### src/rtl/fetch_stage.sv
// IF stage of the RV32I pipeline: owns the fetch PC and the IF/ID pipeline register.
// The instruction memory is combinational and external; InstrF only ever reaches a flop.
module fetch_stage #(
  parameter logic [31:0] RESET_PC  = 32'h0000_0000,
  parameter logic [31:0] NOP_INSTR = 32'h0000_0013
) (
  input  logic        clk,
  input  logic        rst,
  output logic [31:0] PCF,
  input  logic [31:0] InstrF,
  input  logic        StallF,
  input  logic        StallD,
  input  logic        FlushD,
  input  logic        PCSrcE,
  input  logic [31:0] PCTargetE,
  output logic [31:0] InstrD,
  output logic [31:0] PCD,
  output logic [31:0] PCPlus4D,
  output logic        ValidD,
  output logic        MisalignD
);

  logic [31:0] pc_f_q, pc_f_d;
  logic [31:0] pc_plus4_f;

  logic [31:0] instr_id_q, instr_id_d;
  logic [31:0] pc_id_q, pc_id_d;
  logic [31:0] pc_plus4_id_q, pc_plus4_id_d;
  logic        valid_id_q, valid_id_d;
  logic        misalign_id_q, misalign_id_d;

  // Wraps silently at the top of the address space.
  assign pc_plus4_f = pc_f_q + 32'd4;

  // Redirect from EX outranks a fetch stall so a taken branch is never lost.
  always_comb begin
    pc_f_d = pc_plus4_f;
    if (PCSrcE) begin
      pc_f_d = PCTargetE;
    end else if (StallF) begin
      pc_f_d = pc_f_q;
    end
  end

  // Flush outranks stall: a squashed slot must not be held as a live instruction.
  always_comb begin
    instr_id_d    = InstrF;
    pc_id_d       = pc_f_q;
    pc_plus4_id_d = pc_plus4_f;
    valid_id_d    = 1'b1;
    misalign_id_d = (pc_f_q[1:0] != 2'b00);
    if (FlushD) begin
      instr_id_d    = NOP_INSTR;
      pc_id_d       = 32'd0;
      pc_plus4_id_d = 32'd0;
      valid_id_d    = 1'b0;
      misalign_id_d = 1'b0;
    end else if (StallD) begin
      instr_id_d    = instr_id_q;
      pc_id_d       = pc_id_q;
      pc_plus4_id_d = pc_plus4_id_q;
      valid_id_d    = valid_id_q;
      misalign_id_d = misalign_id_q;
    end
  end

  always_ff @(posedge clk) begin
    if (!rst) begin
      pc_f_q        <= RESET_PC;
      instr_id_q    <= NOP_INSTR;
      pc_id_q       <= 32'd0;
      pc_plus4_id_q <= 32'd0;
      valid_id_q    <= 1'b0;
      misalign_id_q <= 1'b0;
    end else begin
      pc_f_q        <= pc_f_d;
      instr_id_q    <= instr_id_d;
      pc_id_q       <= pc_id_d;
      pc_plus4_id_q <= pc_plus4_id_d;
      valid_id_q    <= valid_id_d;
      misalign_id_q <= misalign_id_d;
    end
  end

  assign PCF       = pc_f_q;
  assign InstrD    = instr_id_q;
  assign PCD       = pc_id_q;
  assign PCPlus4D  = pc_plus4_id_q;
  assign ValidD    = valid_id_q;
  assign MisalignD = misalign_id_q;

endmodule

### config.mk
export PLATFORM = sky130hd
export DESIGN_NAME = fetch_stage
export DESIGN_NICKNAME = d
export VERILOG_FILES = /design/src/rtl/fetch_stage.sv
export SDC_FILE = /design/constraint.sdc
export NUM_CORES = 1
export LEC_CHECK = 0
export CORE_UTILIZATION = 28
export CTS_BUF_LIST = sky130_fd_sc_hd__clkbuf_16
export DETAILED_ROUTE_END_ITERATION = 8
export GPL_TIMING_DRIVEN = 0
export MAX_ROUTING_LAYER = met4
export PLACE_DENSITY_LB_ADDON = 0.05
export SKIP_CTS_REPAIR_TIMING = 1
export SLEW_MARGIN = 10
export SYNTH_ARGS = -nofsm -noshare
export SYNTH_HDL_FRONTEND = slang
export SYNTH_SLANG_ARGS = --single-unit
### constraint.sdc
create_clock -name clk -period 2.7 [get_ports clk]
set_clock_uncertainty 0.2 [all_clocks]
set_input_delay 0.27 -clock clk [delete_from_list [all_inputs] [get_ports clk]]
set_output_delay 0.27 -clock clk [all_outputs]
set_load 0.05 [all_outputs]
=== After elaboration in Yosys (flattened, before gate mapping) ===
Cells that the tools add are included.

* $add $sub $neg: 1
* Multiply operators: 0
* Divide/modulo/power cells: 0
* Magnitude comparators: 0
* Equal/unequal tests: 1
* Shift-type cells: 0
* Muxes and demuxes: 2
* Bitwise logic cells: 1
* Reductions and logical operators: 2

{| class="wikitable"
|+ Operators by type and width
! kind !! count
|-
| 32-bit two-way mux || 2
|-
| 32-bit by 3-bit adder with 32-bit output (second input constant) || 1
|-
| 2-bit by 1-bit != test with 1-bit output (second input constant) || 1
|-
| 2-bit nonzero test || 1
|-
| 2-bit OR reduction || 1
|-
| 1-bit NOT || 1
|}

* Register bits: 130
* Latch bits: 0
* Memory bits (writable): 0
* ROM bits: 0
* Input bits: 70
* Output and inout bits: 130
* Memories kept: 0

=== Longest topological paths before layout ===
Gate-level depths: netlist (run 1).

* Depth in word-level cells: 3
* Gate-level depth with buffers: 7
* Gate-level depth less buffers: 6

=== Least setup slack after synthesis (run 1) ===
Ideal clock, no wire load.

* Kind: register to register
* From: register pc_f_q[2], in the netlist PCF[2]
* To: register pc_plus4_id_q[30], in the netlist PCPlus4D[30]
* Library setup time: 70 ps
* Arrival: 2292 ps
* Required time: 2430 ps
* Slack: 138 ps
* Stages on the path, launching flop included: 8
* Path buffers: 1
* Period minus slack after synthesis: 2562 ps
* Cell sequence: dfxtp_1 ha_1 nand4_1 nor3_1 buf_2 nand4_1 xor2_1 a21oi_1

* Cells in the longest elaborated chain, start to end: 1

{| class="wikitable"
|+ Ends and longest elaborated chain
! item !! RTL line !! text
|-
| start: declaration || 23 || <nowiki>logic [31:0] pc_f_q, pc_f_d;</nowiki>
|-
| start signal: assignment || 76 || <nowiki>pc_f_q <= pc_f_d;</nowiki>
|-
| 32-bit by 3-bit adder with 32-bit output || 33 || <nowiki>assign pc_plus4_f = pc_f_q + 32'd4;</nowiki>
|-
| end signal: assignment || 79 || <nowiki>pc_plus4_id_q <= pc_plus4_id_d;</nowiki>
|-
| end: declaration || 28 || <nowiki>logic [31:0] pc_plus4_id_q, pc_plus4_id_d;</nowiki>
|}

Every way passes these cells.
A chain may end at the register's enable or synchronous reset.

=== Worst setup path in the final report (run 1) ===
* From: register pc_f_q[3], in the netlist PCF[3]
* To: register pc_f_q[20], in the netlist PCF[20]

* Cells in the longest elaborated chain, start to end: 3

{| class="wikitable"
|+ Ends and longest elaborated chain
! item !! RTL line !! text
|-
| 32-bit by 3-bit adder with 32-bit output || 33 ||
|-
| 32-bit two-way mux || 40 || <nowiki>end else if (StallF) begin</nowiki>
|-
| 32-bit two-way mux || 38 || <nowiki>if (PCSrcE) begin</nowiki>
|}

Every way passes these cells. The select of a mux whose other input is x is not followed.

==> results.toml, run 1 <==
[synthesis]
yosysUniqueCellTypes = 35
ys_seq_area_share_pct = 46.19
synth.avg_cell_area_um2 = 9.021
yosys_warnings = 0
synth-seq-cells = 128
syn_area_um2 = 5548
synthCells = 615
synth_fp_nets = 686

[finish]
drive_gt1_share_pct = 6.880
final_nets = 901
final_util_pct = 43.38
n_fill_cell = 1953
fin_area_um2 = 8442
final_common_cell = "clkdlybuf4s50_1"
syn2layout_area_growth_pct = 52.17
final_cell_mix = "clkdlybuf4s50_1 (195), dfxtp_1 (127), nor2_1 (91), mux2i_1 (72), o21ai_0 (49)"

[clock_tree]
cts-root-buf = "clkbuf_16"
clock-sinks = 128
cts_tree = "yes"
clk_latency_ns = 0.42
clkTransAtPathRegs_ns = 0.06
cts_buffer_depth = 2
cts-htree-levels = 4
numCtsBuffers = 17

[worst_hold_path]
hp-class = "input pin to register"
worstHoldStart = "rst"
hold_depth = 3
hold_path_end = "PCF[16]"

[sta]
tightest_slew_ns = 0.7656
finalCritPeriodShare_pct = 93.23
setup_viol = 0
hold_viol = 0
max_clock_freq_mhz = 397.3
final_max_slew_viol_count = 0
maxSlewHeadroom_pct = 48.96
fin_crit_ns = 2.517
rsz0062_at_grt = "no"
fin_ws_ns = 0.1828

[drt]
firstDrtPassIters = 4
drt_iter0_markers = 220
wl_per_cell_um = 16.26
vias_per_cell = 4.563
wirelength_mm = 18.03
antenna_left = 0
drcViolationCount = 0
vias = 5060

[setup_path]
path_cells = "ha_1, nand4_1, buf_4, or3_1, nor4_1, xnor2_1, a21oi_1"
required_ns = 2.78
crit_arrival_ns = 2.60
path_class = "register to register"
crit_slowest_cell = "dfxtp_1"
r2r_end = "PCF[20]"
r2r_start = "PCF[3]"
critPathMaxFanout = 6
critPathLaunchType = "register"
ff2ff_path_depth = 7
r2r_slack_ns = 0.18
critPathMaxStageDelay_ns = 0.48
crit_path_end_kind = "register"

[pwr]
leakagePower_nw = 3.181
p_total_mw = 5.201
ir_worst_vdd_mv = 0.4500
power_density_nw_per_um2 = 616.1

[global_route]
antenna_found_initial = 1
overflow = 0
grt_max_degree = 17
grt_pass1_vias = 5028
grt_pass1_wl_mm = 27.67
grt_usage_pct = 18.78

[place]
dp_hpwl_mm = 13.30
io_buffers = 195
place_ws_ns = -0.1645
gp_congestion = 0.7685
placed_area_um2 = 7831

[die]
die_h_um = 142.8
dieArea_um2 = 20380
die_w_um = 142.8
core_area_um2 = 19460
io_pins = 200
core.rowCount = 51
initial_core_util_pct = 28.51

[outcome]
status = "finished clean"

[job]
drv_cap = 0
-- kinds of logic after synthesis --
| group | count (synthesis) | synth area share (%) |
|---|---|---|
| AOI/OAI and AO/OA | 106 | 10.22 |
| xor gates and xnor gates | 51 | 8.051 |
| adders and majority gates | 1 | 0.2255 |
| buffers and inverters | 64 | 5.593 |
| DFF | 128 | 46.19 |
| muxes | 72 | 12.99 |
| and+or+nand+nor | 193 | 16.73 |
-- metal layers --
| metal | GRT usage (%) | up-vias | wire (um) |
|---|---|---|---|
| met5 | - | - | 0 |
| met1 | 23.82 | 2335 | 8719 |
| met2 | 29.62 | 160 | 8114 |
| met4 | 6.395 | 0 | 255 |
| met3 | 3.856 | 15 | 944 |
| li1 | - | 2550 | - |
-- sequential cells by signal, indices dropped and copies added (netlist names) --
name	count
PCPlus4D	30
PCD	32
ValidD	1
MisalignD	1
InstrD	32
PCF	32
-- metrics by stage --
step	hold WS [ns]	cells	TNS [ns]
floorplan	0.1951	615	0
global placement	0.2367	1075	-0.7663
detailed placement	0.2514	1075	-0.8155
CTS	0.04199	1107	-1.017
global route	0.07983	1109	0
finish	0.05109	1109	0
-- cell usage after synthesis --
master | n | area [um^2]
nor4_1 | 6 | 37.54
buf_1 | 7 | 26.28
nor3_1 | 12 | 60.06
nand4_4 | 2 | 42.54
o2111ai_1 | 1 | 8.760
nor2b_1 | 4 | 25.02
ha_1 | 1 | 12.51
or3_1 | 5 | 31.28
nand4_1 | 14 | 87.58
nor2_1 | 91 | 341.6
a21oi_1 | 47 | 235.2
a31oi_1 | 3 | 18.77
nand3_1 | 13 | 65.06
and3_1 | 1 | 6.260
nor4_4 | 1 | 21.27
o311ai_0 | 1 | 8.760
o211a_1 | 5 | 50.05
buf_2 | 3 | 15.01
nand4b_1 | 2 | 17.52
buf_4 | 5 | 37.54
nand2_1 | 31 | 116.4
and2_1 | 3 | 18.77
clkbuf_8 | 4 | 55.05
nand2b_1 | 1 | 6.260
or2_2 | 1 | 6.260
nand3b_1 | 6 | 45.04
clkbuf_1 | 33 | 123.9
o21ai_0 | 49 | 245.2
dfxtp_1 | 128 | 2562
clkbuf_2 | 6 | 30.03
xnor2_1 | 21 | 183.9
xor2_1 | 30 | 262.8
inv_1 | 5 | 18.77
inv_2 | 1 | 3.750
mux2i_1 | 72 | 720.7
-- area by class of cell --
type	count	area, um^2	area share [%]
multi-input combinational	423	2691	31.88
clock buffer	17	425.4	5.039
sequential	128	2564	30.37
buffer	58	287.8	3.409
antenna	1	2.502	0.02964
clock inverter	15	157.7	1.867
tap	265	331.6	3.928
timing repair buffer	196	1959	23.21
inverter	6	22.52	0.2668
-- worst max-delay path, delay by kind of cell, from the launching register on --
family | cells | cell delay [ns]
compound gates | 1 | 0.08
xor+xnor | 1 | 0.17
simple gates | 3 | 0.97
fa+ha+maj | 1 | 0.30
buf+inv | 1 | 0.19
flops | 1 | 0.48
-- where the power goes --
group          total [mW]  internal, mW  switching [mW]  leakage, nW
logic               0.880         0.345           0.535         1.85
registers            2.04          1.97          0.0706         1.05
clock network        2.28          1.37           0.917        0.282
total                5.20          3.68            1.52         3.18
-- worst max-delay path by stage --
stage               startpoint      endpoint  cells after the start
global route            PCF[3]       PCF[20]                      7
finish                  PCF[3]       PCF[20]                      7
detailed placement      PCF[2]  PCPlus4D[30]                      7
floorplan               PCF[2]  PCPlus4D[30]                      7
global placement        PCF[2]  PCPlus4D[30]                      7
CTS                     PCF[2]  PCPlus4D[30]                      7
Note: power is estimated with default switching activity, not from simulation.
==> run 2, diff against run 1 <==
--- a/config.mk
+++ b/config.mk
@@ -5,7 +5,7 @@
 export SDC_FILE = /design/constraint.sdc
 export NUM_CORES = 1
 export LEC_CHECK = 0
-export CORE_UTILIZATION = 28
+export CORE_UTILIZATION = 30
 export CTS_BUF_LIST = sky130_fd_sc_hd__clkbuf_16
 export DETAILED_ROUTE_END_ITERATION = 8
 export GPL_TIMING_DRIVEN = 0
==> results.toml, run 2 (synthesized netlist as in run 1, its figures left out) <==
[outcome]
status = "finished clean"

[finish]
syn2layout_area_growth_pct = 51.74
final_common_cell = "clkdlybuf4s50_1"
final_cell_mix = "clkdlybuf4s50_1 (195), dfxtp_1 (127), nor2_1 (91), mux2i_1 (72), o21ai_0 (49)"
fin_area_um2 = 8418
final_nets = 901
antenna_cells = 0
drive_gt1_share_pct = 6.532
layout.cells.non_filler = 1071

[pwr]
ir_worst_vdd_mv = 0.4704
p_total_mw = 5.286
pwr-share-comb_pct = 16.7
switchingPower_mw = 1.453
leakagePower_nw = 3.199
pwr-share-clk_pct = 44.8
power.internal_mw = 3.833
p_seq_share_pct = 38.5
power_density_nw_per_um2 = 628.0
switching_share_pct = 27.49

[global_route]
overflow = 0
grt_usage_pct = 19.50
grt_pass1_wl_mm = 26.79
grt_pass1_vias = 5053
antenna_found_initial = 0
grt_max_degree = 17

[drt]
wl_per_cell_um = 16.80
wirelength_mm = 18.00
drt_iter0_markers = 144
vias = 5090
vias_per_cell = 4.753
antenna_left = 0
drcViolationCount = 0
firstDrtPassIters = 4

[clock_tree]
numCtsBuffers = 17
clk_latency_ns = 0.42
cts-root-buf = "clkbuf_16"
cts_buffer_depth = 2
clock-sinks = 128
clkTransAtPathRegs_ns = 0.06
cts-htree-levels = 4
cts_tree = "yes"

[sta]
whs_ns = 0.09852
rsz0062_at_grt = "no"
fin_crit_ns = 2.505
finalCritPeriodShare_pct = 92.77
fin_tns_setup_ns = 0
final_max_slew_viol_count = 0
maxSlewHeadroom_pct = 47.02
setup_viol = 0
hold_viol = 0
max_clock_freq_mhz = 399.3
tightest_slew_ns = 0.7948

[die]
die_w_um = 138.0
dieArea_um2 = 19040
die_h_um = 138.0
core.rowCount = 49
core_area_um2 = 18020
io_pins = 200
initial_core_util_pct = 30.78

[setup_path]
crit_path_end_kind = "register"
ff2ff_path_depth = 6
critPathMaxFanout = 6
required_ns = 2.78
crit_arrival_ns = 2.58
crit_start = "PCF[3]"
path_class = "register to register"
r2r_end = "PCF[20]"
r2r_start = "PCF[3]"
r2r_slack_ns = 0.20
critPathLaunchType = "register"

[worst_hold_path]
worstHoldStart = "rst"
hold_depth = 3
hp-class = "input pin to register"
hold_path_end = "PCF[29]"

[place]
io_buffers = 195
placed_area_um2 = 7786
gp_congestion = 0.7768
dp.cells = 1039
dp_hpwl_mm = 13.37

[job]
drv_cap = 0
run 2: changes by cell type in the layout (fill, tap and decap cells not counted), sizes merged:
cell and change:
clkinvlp -2, clkinv +3, inv -4, diode -1, bufinv +2
run 2: cell type report:
type,count,area (um^2)
clock buffers,17,425.4
flip-flops and latches,128,2564
repair buffers,196,1959
multi-input cells,423,2698
inverters,6,22.52
clock inverters,14,175.2
plain buffers,58,287.8
well taps,229,286.5
fillers,1796,9607
run 2: metal layers:
layer  GRT usage, %  share of wire (%)  up-vias  routed length, um
met4          5.918               0.89        0                160
met3          4.678                6.1       12               1103
met1          23.64                 46     2378               8252
met2          31.92                 47      168               8480
met5              -                  0        -                  0
li1               -                  -     2532                  -
run 2: through the flow:
stage	worst slack (ns)	utilization, %
3_5_place_dp	-0.1351	43.20
4_1_cts	-0.1700	46.53
3_3_place_gp	-0.1290	43.20
5_1_grt	0.03356	46.70
2_1_floorplan	0.1379	-
6_report	0.1953	46.70
run 2: how the worst max path moves through the flow:
stage	end	slack [ns]	cells after the start
5_1_grt	PCF[20]	0.03	6
3_5_place_dp	PCPlus4D[30]	-0.14	7
3_3_place_gp	PCPlus4D[30]	-0.13	7
4_1_cts	PCPlus4D[30]	-0.17	7
2_1_floorplan	PCPlus4D[30]	0.14	7
6_report	PCF[20]	0.20	6
run 2: power by group through the flow:
stage	logic (mW)	registers [mW]	clock network, mW
2_1_floorplan	0.291	2.32	0
3_3_place_gp	0.879	2.08	0
3_5_place_dp	0.884	2.08	0
4_1_cts	0.890	2.04	2.42
5_1_grt	0.939	2.05	2.50
6_report	0.881	2.04	2.37
run 2: worst max-delay path, cell delays in order (launching register included):
cell	delay [ns]
dfxtp_1	0.48
ha_1	0.31
nand4_1	0.26
or3_1	0.51
nor4_2	0.36
xnor2_1	0.16
a21oi_1	0.08
